--- config.mk ---
export PLATFORM = sky130hd
export DESIGN_NAME = seg_scan_mux
export DESIGN_NICKNAME = d
export VERILOG_FILES = /design/src/rtl/seg_scan_mux.sv
export SDC_FILE = /design/constraint.sdc
export NUM_CORES = 1
export LEC_CHECK = 0
export CAP_MARGIN = 20
export CORE_ASPECT_RATIO = 0.8
export CORE_MARGIN = 8
export CORE_UTILIZATION = 46
export CTS_BUF_LIST = sky130_fd_sc_hd__clkbuf_2
export CTS_CLUSTER_DIAMETER = 40
export CTS_CLUSTER_SIZE = 12
export DETAILED_ROUTE_END_ITERATION = 8
export PLACE_DENSITY = 0.83
export REMOVE_ABC_BUFFERS = 1
export SLEW_MARGIN = 20
export SYNTH_ARGS = -nofsm -noshare
export SYNTH_HDL_FRONTEND = slang
export SYNTH_SLANG_ARGS = --single-unit
--- constraint.sdc ---
create_clock -name clk -period 2.5 [get_ports clk]
set_clock_uncertainty 0.1 [all_clocks]
set_input_delay 0.375 -clock clk [delete_from_list [all_inputs] [get_ports clk]]
set_output_delay 0.375 -clock clk [all_outputs]
set_load 0.05 [all_outputs]
--- src/rtl/seg_scan_mux.sv ---
// seg_scan_mux: time-multiplexed driver for a common-anode N-digit
// seven-segment display. It scans one digit per slot onto a shared
// active-low segment bus and drives one-cold digit enables. Each slot
// starts with a dead window to suppress ghosting. Pattern, blanking and
// brightness are latched at slot start, so the display never tears.
// Brightness is applied by comparing it against a free-running PWM
// counter. A frame_tick pulse marks the first output cycle of slot 0.
module seg_scan_mux #(
    parameter int NUM_DIGITS  = 4,
    parameter int SEG_W       = 8,
    parameter int REFRESH_DIV = 50000,
    parameter int DEAD_CYCLES = 16,
    parameter int BRIGHT_W    = 4
) (
    input  logic                          clk,
    input  logic                          rst,
    input  logic [NUM_DIGITS*SEG_W-1:0]   digits_flat,
    input  logic [NUM_DIGITS-1:0]         blank_mask,
    input  logic [BRIGHT_W-1:0]           brightness,
    input  logic                          scan_en,
    output logic [SEG_W-1:0]              out,
    output logic [NUM_DIGITS-1:0]         enable,
    output logic [$clog2(NUM_DIGITS)-1:0] digit_idx,
    output logic                          frame_tick
);

    localparam int IDX_W = $clog2(NUM_DIGITS);
    localparam int CNT_W = $clog2(REFRESH_DIV);

    localparam logic [CNT_W-1:0] SLOT_LAST  = CNT_W'(REFRESH_DIV - 1);
    localparam logic [CNT_W-1:0] DEAD_LIMIT = CNT_W'(DEAD_CYCLES);
    localparam logic [IDX_W-1:0] DIGIT_LAST = IDX_W'(NUM_DIGITS - 1);

    // Parameter legality is checked at elaboration, so a bad configuration
    // never reaches hardware.
    if (NUM_DIGITS < 2 || NUM_DIGITS > 16) begin : g_bad_num_digits
        $error("seg_scan_mux: NUM_DIGITS must be in 2..16");
    end
    if (REFRESH_DIV <= DEAD_CYCLES + 1) begin : g_bad_refresh_div
        $error("seg_scan_mux: REFRESH_DIV must exceed DEAD_CYCLES+1");
    end

    // Scan state.
    logic [CNT_W-1:0]    slot_cnt_q,  slot_cnt_d;
    logic [IDX_W-1:0]    digit_idx_q, digit_idx_d;
    logic [BRIGHT_W-1:0] pwm_cnt_q,   pwm_cnt_d;

    // Values held for the whole slot.
    logic [SEG_W-1:0]    pat_l_q,    pat_l_d;
    logic                blank_l_q,  blank_l_d;
    logic [BRIGHT_W-1:0] bright_l_q, bright_l_d;

    // Registered outputs.
    logic [SEG_W-1:0]      out_q,        out_d;
    logic [NUM_DIGITS-1:0] enable_q,     enable_d;
    logic                  frame_tick_q, frame_tick_d;

    // Slot-level decode.
    logic                slot_start;
    logic                slot_wrap;
    logic [SEG_W-1:0]    cur_pattern;
    logic [SEG_W-1:0]    pat_eff;
    logic                blank_eff;
    logic [BRIGHT_W-1:0] bright_eff;
    logic                in_live;
    logic                pwm_on;
    logic                lit;

    // Decode the current slot position and the values in force for it.
    always_comb begin
        slot_start  = (slot_cnt_q == '0);
        slot_wrap   = (slot_cnt_q == SLOT_LAST);
        cur_pattern = digits_flat[digit_idx_q*SEG_W +: SEG_W];
        // In the first cycle of a slot the latch is still loading, so the
        // live inputs stand in for it. This keeps a neighbouring digit's
        // pattern off the bus even when DEAD_CYCLES is zero.
        pat_eff    = slot_start ? cur_pattern             : pat_l_q;
        blank_eff  = slot_start ? blank_mask[digit_idx_q] : blank_l_q;
        bright_eff = slot_start ? brightness              : bright_l_q;
        in_live    = (slot_cnt_q >= DEAD_LIMIT);
        // Full scale stays on constantly. Zero never satisfies the compare.
        pwm_on     = (bright_eff == '1) || (pwm_cnt_q < bright_eff);
        lit        = scan_en && in_live && !blank_eff && pwm_on;
    end

    // Next-state logic for the scan counters and the slot-start latch.
    always_comb begin
        // NOTE: every always_comb output gets a default before any branch, so
        // no path can leave a value unassigned and infer a latch.
        slot_cnt_d  = slot_cnt_q;
        digit_idx_d = digit_idx_q;
        pwm_cnt_d   = pwm_cnt_q;
        pat_l_d     = pat_l_q;
        blank_l_d   = blank_l_q;
        bright_l_d  = bright_l_q;

        if (!scan_en) begin
            slot_cnt_d  = '0;
            digit_idx_d = '0;
            pwm_cnt_d   = '0;
        end else begin
            pwm_cnt_d = pwm_cnt_q + 1'b1;
            if (slot_wrap) begin
                slot_cnt_d  = '0;
                digit_idx_d = (digit_idx_q == DIGIT_LAST) ? '0 : digit_idx_q + 1'b1;
            end else begin
                slot_cnt_d = slot_cnt_q + 1'b1;
            end
        end

        if (slot_start) begin
            pat_l_d    = cur_pattern;
            blank_l_d  = blank_mask[digit_idx_q];
            bright_l_d = brightness;
        end
    end

    // Next values for the registered display outputs.
    always_comb begin
        out_d    = '1;
        enable_d = '1;
        if (lit) begin
            out_d                 = pat_eff;
            enable_d[digit_idx_q] = 1'b0;
        end
        frame_tick_d = scan_en && slot_start && (digit_idx_q == '0);
    end

    // State and output registers with synchronous reset.
    always_ff @(posedge clk) begin
        // NOTE: sequential state uses non-blocking assignments only. Every
        // register then samples values from before the edge, whatever order
        // the statements are written in.
        if (rst) begin
            slot_cnt_q   <= '0;
            digit_idx_q  <= '0;
            pwm_cnt_q    <= '0;
            pat_l_q      <= '1;
            blank_l_q    <= 1'b0;
            bright_l_q   <= '0;
            out_q        <= '1;
            enable_q     <= '1;
            frame_tick_q <= 1'b0;
        end else begin
            slot_cnt_q   <= slot_cnt_d;
            digit_idx_q  <= digit_idx_d;
            pwm_cnt_q    <= pwm_cnt_d;
            pat_l_q      <= pat_l_d;
            blank_l_q    <= blank_l_d;
            bright_l_q   <= bright_l_d;
            out_q        <= out_d;
            enable_q     <= enable_d;
            frame_tick_q <= frame_tick_d;
        end
    end

    assign out        = out_q;
    assign enable     = enable_q;
    assign digit_idx  = digit_idx_q;
    assign frame_tick = frame_tick_q;

endmodule

After elaboration in Yosys (flattened, before gate mapping):

Index checks and enable logic that the tools add are counted.

* flip-flop bits (word level): 48
* input bits: 43
* output and inout port bits: 15
* word-level logic and storage cells: 44

* add/subtract/negate cells: 3
* $lt $le $gt $ge: 4
* eq/ne operators: 3
* shift-type cells: 1
* mux-type cells: 8
* bitwise operators: 3
* reductions and logical operators: 13

Operators by type and width (number)
* 32-bit by 6-bit variable part select with 8-bit output: 1
* 16-bit by 1-bit adder with 16-bit output, second input constant: 1
* 16-bit equality test, second input constant: 1
* 16-bit by 5-bit greater-or-equal comparator with 1-bit output, second input constant: 1
* 16-bit zero test: 1
* 8-bit two-way mux: 1
* 1-bit logical AND: 6
* 4-bit by 1-bit adder with 4-bit output, second input constant: 1
* 4-bit equality test, second input constant: 1
* 4-bit < comparator: 1
* 4-bit two-way mux: 1
* 4-bit inverter: 1
* 2-bit OR reduction: 2
* 2-bit by 3-bit < comparator with 1-bit output, second input constant: 1
* 1-bit two-way mux: 3
* 3-bit OR reduction: 1
* 2-bit by 1-bit adder with 2-bit output, second input constant: 1
* 1-bit binary-select mux with 2-bit select: 1
* 1-bit demux with 2-bit select: 1
* 2-bit equality test, second input constant: 1
* 2-bit by 1-bit greater-or-equal comparator with 1-bit output, second input constant: 1
* 2-bit zero test: 1
* 2-bit two-way mux: 1
* 1-bit inverter: 2
* other kinds (2): 2

Depth between registers and ports, before layout:

Gate-level depths: netlist (run 1).

* depth in word-level cells: 8
* depth in mapped cells: 11
* depth with buffers taken out: 10

Worst setup path after synthesis (run 1):

No wires, ideal clock.

* path type: register to register
* from: register slot_cnt_q[0]
* to: register out_q[0] (netlist: out[0])
* setup time: 0.144 ns
* arrival time: 2.271 ns
* data required time: 2.256 ns
* path slack: -0.015 ns
* stages on the path, launching flop included: 12
* buffers on the path: 1
* period minus slack after synthesis: 2.515 ns
* cells stage by stage: dfxtp_1 -> inv_1 -> ha_1 -> nor4b_2 -> nand4_2 -> mux2i_1 -> ha_1 -> a21oi_1 -> a221oi_2 -> o31ai_4 -> buf_6 -> nand3_2

* word-level cells in the longest chain between the ends: 7
* elaborated cells on any way between the ends: 14
* classes of those cells: 2 x order compare; 1 x eq/ne; 3 x mux; 1 x bitwise; 7 x reduce/logical

RTL lines
* from (decl): line 44 `logic [CNT_W-1:0] slot_cnt_q, slot_cnt_d;`
* from (signal assigned): line 145 `slot_cnt_q <= slot_cnt_d;`
* 16-bit zero test: line 71 `slot_start = (slot_cnt_q == '0);`
* 4-bit two-way mux or 1-bit two-way mux (tied branches)
* 4-bit < comparator, or another cell as far along: line 82 `pwm_on = (bright_eff == '1) || (pwm_cnt_q < bright_eff);`
* 1-bit logical OR or 1-bit logical AND (tied branches): line 82, 83
* 1-bit logical AND: line 83 `lit = scan_en && in_live && !blank_eff && pwm_on;`
* 1-bit inverter (no line)
* 2-bit OR reduction (no line)
* to (signal assigned): line 151 `out_q <= out_d;`
* to (decl): line 54 `logic [SEG_W-1:0] out_q, out_d;`

Parallel ways exist; a longest one is shown, timed or not.
A chain may end at the register's enable or synchronous reset.

Worst setup path after layout (run 1):

* from: register slot_cnt_q[0]
* to: register out_q[4] (netlist: out[4])

Same word-level chain as after synthesis.

==> out/results.ini, run 1 <==
[layout]
nNetsFinal = 350
drive_gt1_frac = 0.2542
fillers = 367
diodes = 0
area_growth_pct = 42.20

[sta]
worstMarginPinSlew_ns = 0.7843
slew_headroom = 0.4764
hold_violations = 0
finalSetupViolCount = 5
rsz0062_at_grt = true
holdWs_ns = 0.3740
final.min_clock_period_ns = 2.514
final-max-slew-violation-count = 0
fin_setup_tns_ns = -0.03734
period_share = 1.006
fmax_mhz = 397.8
setup_slack_ns = -0.01386

[synth]
synth_edf_count = 0
async_flop_share = 0
synth.distinct_cells = 34
avgSynthCellArea_um2 = 10.51
ys.flop_type = dfxtp_1
ys_warn_count = 0
ys_seq_elements = 48
syn-cell-area_mm2 = 0.002271
synth_seq_area_share = 0.4231
netlist_instances = 216

[clock_network]
cts-buffers-inserted = 5
clk_pin_slew_worst_paths_ns = 0.24
cts.sinks = 48
root_buffer = clkbuf_2
cts_max_level = 2
clock_latency_ns = 0.44
clk_path_buf_depth = 2
cts_tree = done

[outcome]
violations = negative setup slack
status = complete, but fails checks

[routing]
ant_nets = 0
dr.first_iter.drc_count = 102
wl_um = 6230
drc_errors = 0
num_vias = 1896
drt_first_pass_iters = 4
wire_per_inst_um = 17.26
routed_via_density = 5.252

[power]
p_per_area_mw_per_mm2 = 414.3
ir_drop_v = 0.0002314
power.leakage_nw = 1.241

[setup_path]
crit_fanout = 6
end_kind = flip-flop
setup.worst_path.class = flip-flop to flip-flop
arrival_ns = 2.75
worstReg2RegStart = slot_cnt_q[0]$_SDFF_PP0_
start_kind = flip-flop
worstPathRequired_ns = 2.74
crit_path_start = slot_cnt_q[0]$_SDFF_PP0_
timing.rr.end = out[4]$_SDFF_PP1_
endpoint = out[4]$_SDFF_PP1_
worst-r2r-setup-slack_ns = -0.01
worstRegToRegCells = 11

[place]
hpwl_um = 4342
gp_congestion = 0.8549
io_buffers = 57

[global_routing]
grt_pass1_wl_um = 9494
grt.overflow.total = 0
grt_start_max_net_pins = 16
antenna_found_initial = 0
track_usage = 0.1622
grt_pass1_vias = 1897

[floorplan]
core.rowCount = 23
die-area_mm2 = 0.007455
die_h_um = 78.85
die_w_um = 94.56
core_area_mm2 = 0.004892
design.portCount = 58
start_util = 0.4642

[hold_path]
hold_class = flip-flop to flip-flop

[flow_run]
maxCapViolations = 0

[worst max-delay path: stages, from the launching register on]
cell      delay, ns
dfxtp_2        0.38
inv_2          0.08
ha_4           0.13
nor4b_4        0.22
nand4_2        0.21
mux2i_4        0.26
ha_4           0.25
a21oi_2        0.19
a221oi_4       0.10
o31ai_4        0.23
buf_6          0.18
nand3_2        0.07
[cells in the final DEF (no fill, tap or decap), types with 7 or more instances in the layout]
| cell | Yosys | routed |
|---|---|---|
| mux4_2 | 9 | 9 |
| nand3_2 | 10 | 13 |
| ha_1 | 9 | 7 |
| nor2_1 | 26 | 26 |
| xnor2_1 | 11 | 11 |
| dfxtp_1 | 48 | 46 |
| buf_4 | 1 | 23 |
| nand2_1 | 12 | 12 |
| and3_1 | 8 | 8 |
| nand3_1 | 11 | 8 |
| nand2b_1 | 12 | 11 |
| clkdlybuf4s50_1 | 0 | 56 |
| mux2i_1 | 11 | 9 |
[registers in the layout, indices dropped and copies added, names as in the netlist]
register	flops
digit_idx	2
frame_tick	1
pwm_cnt_q	4
pat_l_q	8
slot_cnt_q	16
bright_l_q	4
blank_l_q	1
out	8
enable	4
[power by group]
part | total (W) | switching, W | internal (W)
logic | 0.000223 | 0.0000902 | 0.000133
registers | 0.000799 | 0.0000119 | 0.000787
clock network | 0.000316 | 0.000246 | 0.0000696
total | 0.00134 | 0.000348 | 0.000990
[worst min path at each step]
stage	from	end	depth (start not counted)
2_1_floorplan	blank_l_q$_SDFF_PP0_	blank_l_q$_SDFF_PP0_	2
3_3_place_gp	blank_l_q$_SDFF_PP0_	blank_l_q$_SDFF_PP0_	2
3_5_place_dp	blank_l_q$_SDFF_PP0_	blank_l_q$_SDFF_PP0_	2
4_1_cts	blank_l_q$_SDFF_PP0_	blank_l_q$_SDFF_PP0_	2
5_1_grt	blank_l_q$_SDFF_PP0_	blank_l_q$_SDFF_PP0_	2
6_report	blank_l_q$_SDFF_PP0_	blank_l_q$_SDFF_PP0_	2
[synth_stat cells, types with 2 or more instances]
cell      instances  area, µm²
dfxtp_1          48      960.9
nor2_1           26      97.59
nand2_1          12      45.04
nand2b_1         12      75.07
mux2i_1          11      110.1
nand3_1          11      55.05
xnor2_1          11      96.34
nand3_2          10      100.1
ha_1              9      112.6
mux4_2            9      202.7
a21oi_1           8      40.04
and3_1            8      50.05
inv_1             7      26.28
xor2_1            5      43.79
nand4_1           4      25.02
clkbuf_1          3      11.26
nor3_1            3      15.01
a221oi_2          2      30.03
buf_2             2      10.01
[repair_timing]
action                     CTS  global route
hold buffers                 0             0
cloned                       1             0
pin swaps                    8             7
buffers inserted             7             3
resized for setup           11            15
setup endpoints to repair   12            12
[final cells by class]
| type | count | area [µm²] | area share |
|---|---|---|---|
| Multi-Input combinational cell | 154 | 1354 | 0.4192 |
| Sequential cell | 48 | 963.4 | 0.2983 |
| Timing Repair Buffer | 82 | 767.0 | 0.2375 |
| Tap cell | 62 | 77.57 | 0.02402 |
| Clock buffer | 6 | 30.03 | 0.009299 |
| Inverter | 7 | 26.28 | 0.008136 |
| Clock inverter | 2 | 11.26 | 0.003487 |
[layer usage]
| layer | global-route usage | wire, µm |
|---|---|---|
| met2 | 0.2559 | 3138 |
| met4 | 0.05910 | 134 |
| met1 | 0.2014 | 2612 |
| met5 | 0 | 0 |
| met3 | 0.05461 | 344 |
[cell families after synthesis]
kind of cell             synth area share
multiplexers                       0.1377
flip-flops                         0.4231
buffers and inverters             0.02920
AND/OR/NAND/NOR                    0.2523
AO/OA/AOI/OAI                     0.04628
XOR/XNOR                          0.06171
adder cells (fa/ha/maj)           0.04959
[metrics by stage]
step	setup WS (ns)	instance area (µm²)	power, W	instances	utilization
after floorplan	-0.2027	2231	0.0008946	209	-
after global placement	0.03396	3009	0.0009863	344	0.6151
after detailed placement	-0.1334	3009	0.0009934	344	0.6151
after CTS	-0.05873	3166	0.001311	360	0.6471
after global routing	-0.09267	3229	0.001388	361	0.6601
final	-0.01386	3229	0.001338	361	0.6601
(Power assumes the default switching activity.)
==> inputs of run 2 (changes only) <==
PLACE_DENSITY = 0.78   (was 0.83)
==> run 2 against run 1 <==
  * The run still ends with negative setup slack left
  * Core utilization shrank 2.8 points
  * Final cell count decreased by 1.7%
  * Via count is 4.0% lower
  * Cell area is 4.2% lower
  * Sequential power about the same
  * Global-route usage decreased by 1.1 points
  * Maximum frequency decreased by 4.0%
  * Largest power group unchanged
==> out/results.ini, run 2 (same netlist as run 1, synthesis figures left out) <==
[floorplan]
die-area_mm2 = 0.007455  ; unchanged
design.portCount = 58  ; unchanged
core.rowCount = 23  ; unchanged
start_util = 0.4642  ; unchanged
die_w_um = 94.56  ; unchanged
core_area_mm2 = 0.004892  ; unchanged
die_h_um = 78.85  ; unchanged

[layout]
final_cell_mix = clkdlybuf4s50_1, dfxtp_1, nor2_1, buf_4
drive_gt1_frac = 0.2014  ; -0.05282
fillers = 421  ; +15%
nNetsFinal = 344  ; -1.7%
diodes = 0  ; unchanged
fin_util = 0.6322  ; -0.02788
area_growth_pct = 36.20
ff_latch_area_um2 = 962.2  ; -0.13%
largest_reg_flops = 16  ; unchanged
final_common_cell = clkdlybuf4s50_1
regMostFlops = slot_cnt_q
multi_input_area_mm2 = 0.001260  ; -6.9%
final_area_mm2 = 0.003093  ; -4.2%

[setup_path]
arrival_ns = 2.86  ; +0.11 ns
cp_cell_sequence = inv_1 -> ha_1 -> nor4b_4 -> nand4_2 -> mux2i_1 -> ha_1 -> a21oi_2 -> a221oi_2 -> o31ai_4 -> buf_12 -> nand3_2
worstPathRequired_ns = 2.74  ; about the same
cpPeakStageDelay_ns = 0.37  ; about the same
end_kind = flip-flop
critPathMostFrequentCell = ha_1
crit_fanout = 12  ; +6
cp_slowest_cell = dfxtp_1
start_kind = flip-flop
setup.worst_path.class = flip-flop to flip-flop

[place]
hpwl_um = 4339  ; about the same
placedInstanceArea_mm2 = 0.003032  ; +0.75%
io_buffers = 57  ; unchanged
gp_congestion = 0.8295  ; -3.0%
dp_worst_setup_slack_ns = -0.1477  ; -0.01429 ns

[clock_network]
postCtsSetupBuffers = 0  ; -7
root_buffer = clkbuf_2
clk_path_buf_depth = 2  ; unchanged
clk_pin_slew_worst_paths_ns = 0.25  ; about the same
clock_latency_ns = 0.44  ; about the same
cts.sinks = 48  ; unchanged
cts-buffers-inserted = 5  ; unchanged
cts_max_level = 2  ; unchanged
cts_tree = done

[sta]
hold_violations = 0  ; unchanged
rsz0062_at_grt = true
fmax_mhz = 381.9  ; -4.0%
period_share = 1.047  ; +0.04180
slew_headroom = 0.4723  ; -0.004101
final.min_clock_period_ns = 2.618  ; +0.1045 ns
worstMarginPinSlew_ns = 0.7904  ; +0.006143 ns
final-max-slew-violation-count = 0  ; unchanged
finalSetupViolCount = 12  ; +7
setup_slack_ns = -0.1183  ; -0.1045 ns

[routing]
dr.first_iter.drc_count = 78  ; -24%
ant_nets = 0  ; unchanged
num_vias = 1820  ; -4.0%
drt_first_pass_iters = 4  ; unchanged
wire_per_inst_um = 15.64  ; -9.4%
routed_via_density = 5.127  ; -2.4%
wl_um = 5553  ; -11%
drc_errors = 0  ; unchanged

[power]
finalPower_w = 0.001308  ; -2.3%
power.leakage_nw = 1.198  ; -3.5%
p_per_area_mw_per_mm2 = 422.8  ; +2.0%
ir_drop_v = 0.0002386  ; +3.1%

[global_routing]
grt.overflow.total = 0  ; unchanged
antenna_found_initial = 0  ; unchanged
grt_start_max_net_pins = 16  ; unchanged
grt_pass1_wl_um = 8894  ; -6.3%
track_usage = 0.1514  ; -0.01082
grt_pass1_vias = 1867  ; -1.6%

[flow_run]
maxCapViolations = 0  ; unchanged

[hold_path]
hold_class = flip-flop to flip-flop

[outcome]
violations = negative setup slack
status = complete, but fails checks

## run 2: repair_timing
item                       in CTS  in global routing
resized for setup               3                  1
pin swaps                       0                  0
hold buffers                    0                  0
setup endpoints to repair      12                 12
## run 2: worst max-delay path, delay by kind of cell, from the launching register on
family / cells / cell delay [ns]
AOI/OAI and AO/OA: 3 / 0.58
buffers and inverters: 2 / 0.25
DFF: 1 / 0.37
and+or+nand+nor: 3 / 0.51
adders and majority gates: 2 / 0.49
muxes: 1 / 0.24
## run 2: final cells by class
type	count	share of cell area
timing repair buffer	76	0.2338
multi-input combinational	154	0.4074
clock inverter	3	0.006068
inverter	7	0.008495
sequential	48	0.3111
tap	62	0.02508
clock buffer	5	0.008091
## run 2: layer usage
| metal | global-route usage | part of all wire | wire length [µm] |
|---|---|---|---|
| met3 | 0.03202 | 0.035 | 194 |
| met5 | 0 | 0 | 0 |
| met1 | 0.1952 | 0.44 | 2441 |
| met4 | 0.06376 | 0.016 | 91 |
| met2 | 0.2399 | 0.51 | 2826 |
## run 2: final timing paths
path / endpoint / slack (ns) / startpoint / cells past startpoint
max reg2reg: out[3]$_SDFF_PP1_ / -0.12 / slot_cnt_q[0]$_SDFF_PP0_ / 11
min: blank_l_q$_SDFF_PP0_ / 0.38 / blank_l_q$_SDFF_PP0_ / 2
max: out[3]$_SDFF_PP1_ / -0.12 / slot_cnt_q[0]$_SDFF_PP0_ / 11
min reg2reg: blank_l_q$_SDFF_PP0_ / 0.38 / blank_l_q$_SDFF_PP0_ / 2
## run 2: where the power goes
group          total, W  leakage, nW  switching [W]  internal, W
registers      0.000796        0.392     0.00000927     0.000787
clock network  0.000324       0.0327       0.000256    0.0000678
logic          0.000188        0.773      0.0000760     0.000112
total           0.00131         1.20       0.000341     0.000967
## run 2: per-stage QoR
step / TNS [ns] / std cells / hold slack (ns)
floorplan: -2.205 / 209 / 0.3255
global placement: -0.03485 / 347 / 0.3513
detailed placement: -1.554 / 347 / 0.3505
CTS: -0.8714 / 355 / 0.3773
global route: -2.495 / 355 / 0.4154
finish: -1.291 / 355 / 0.3758
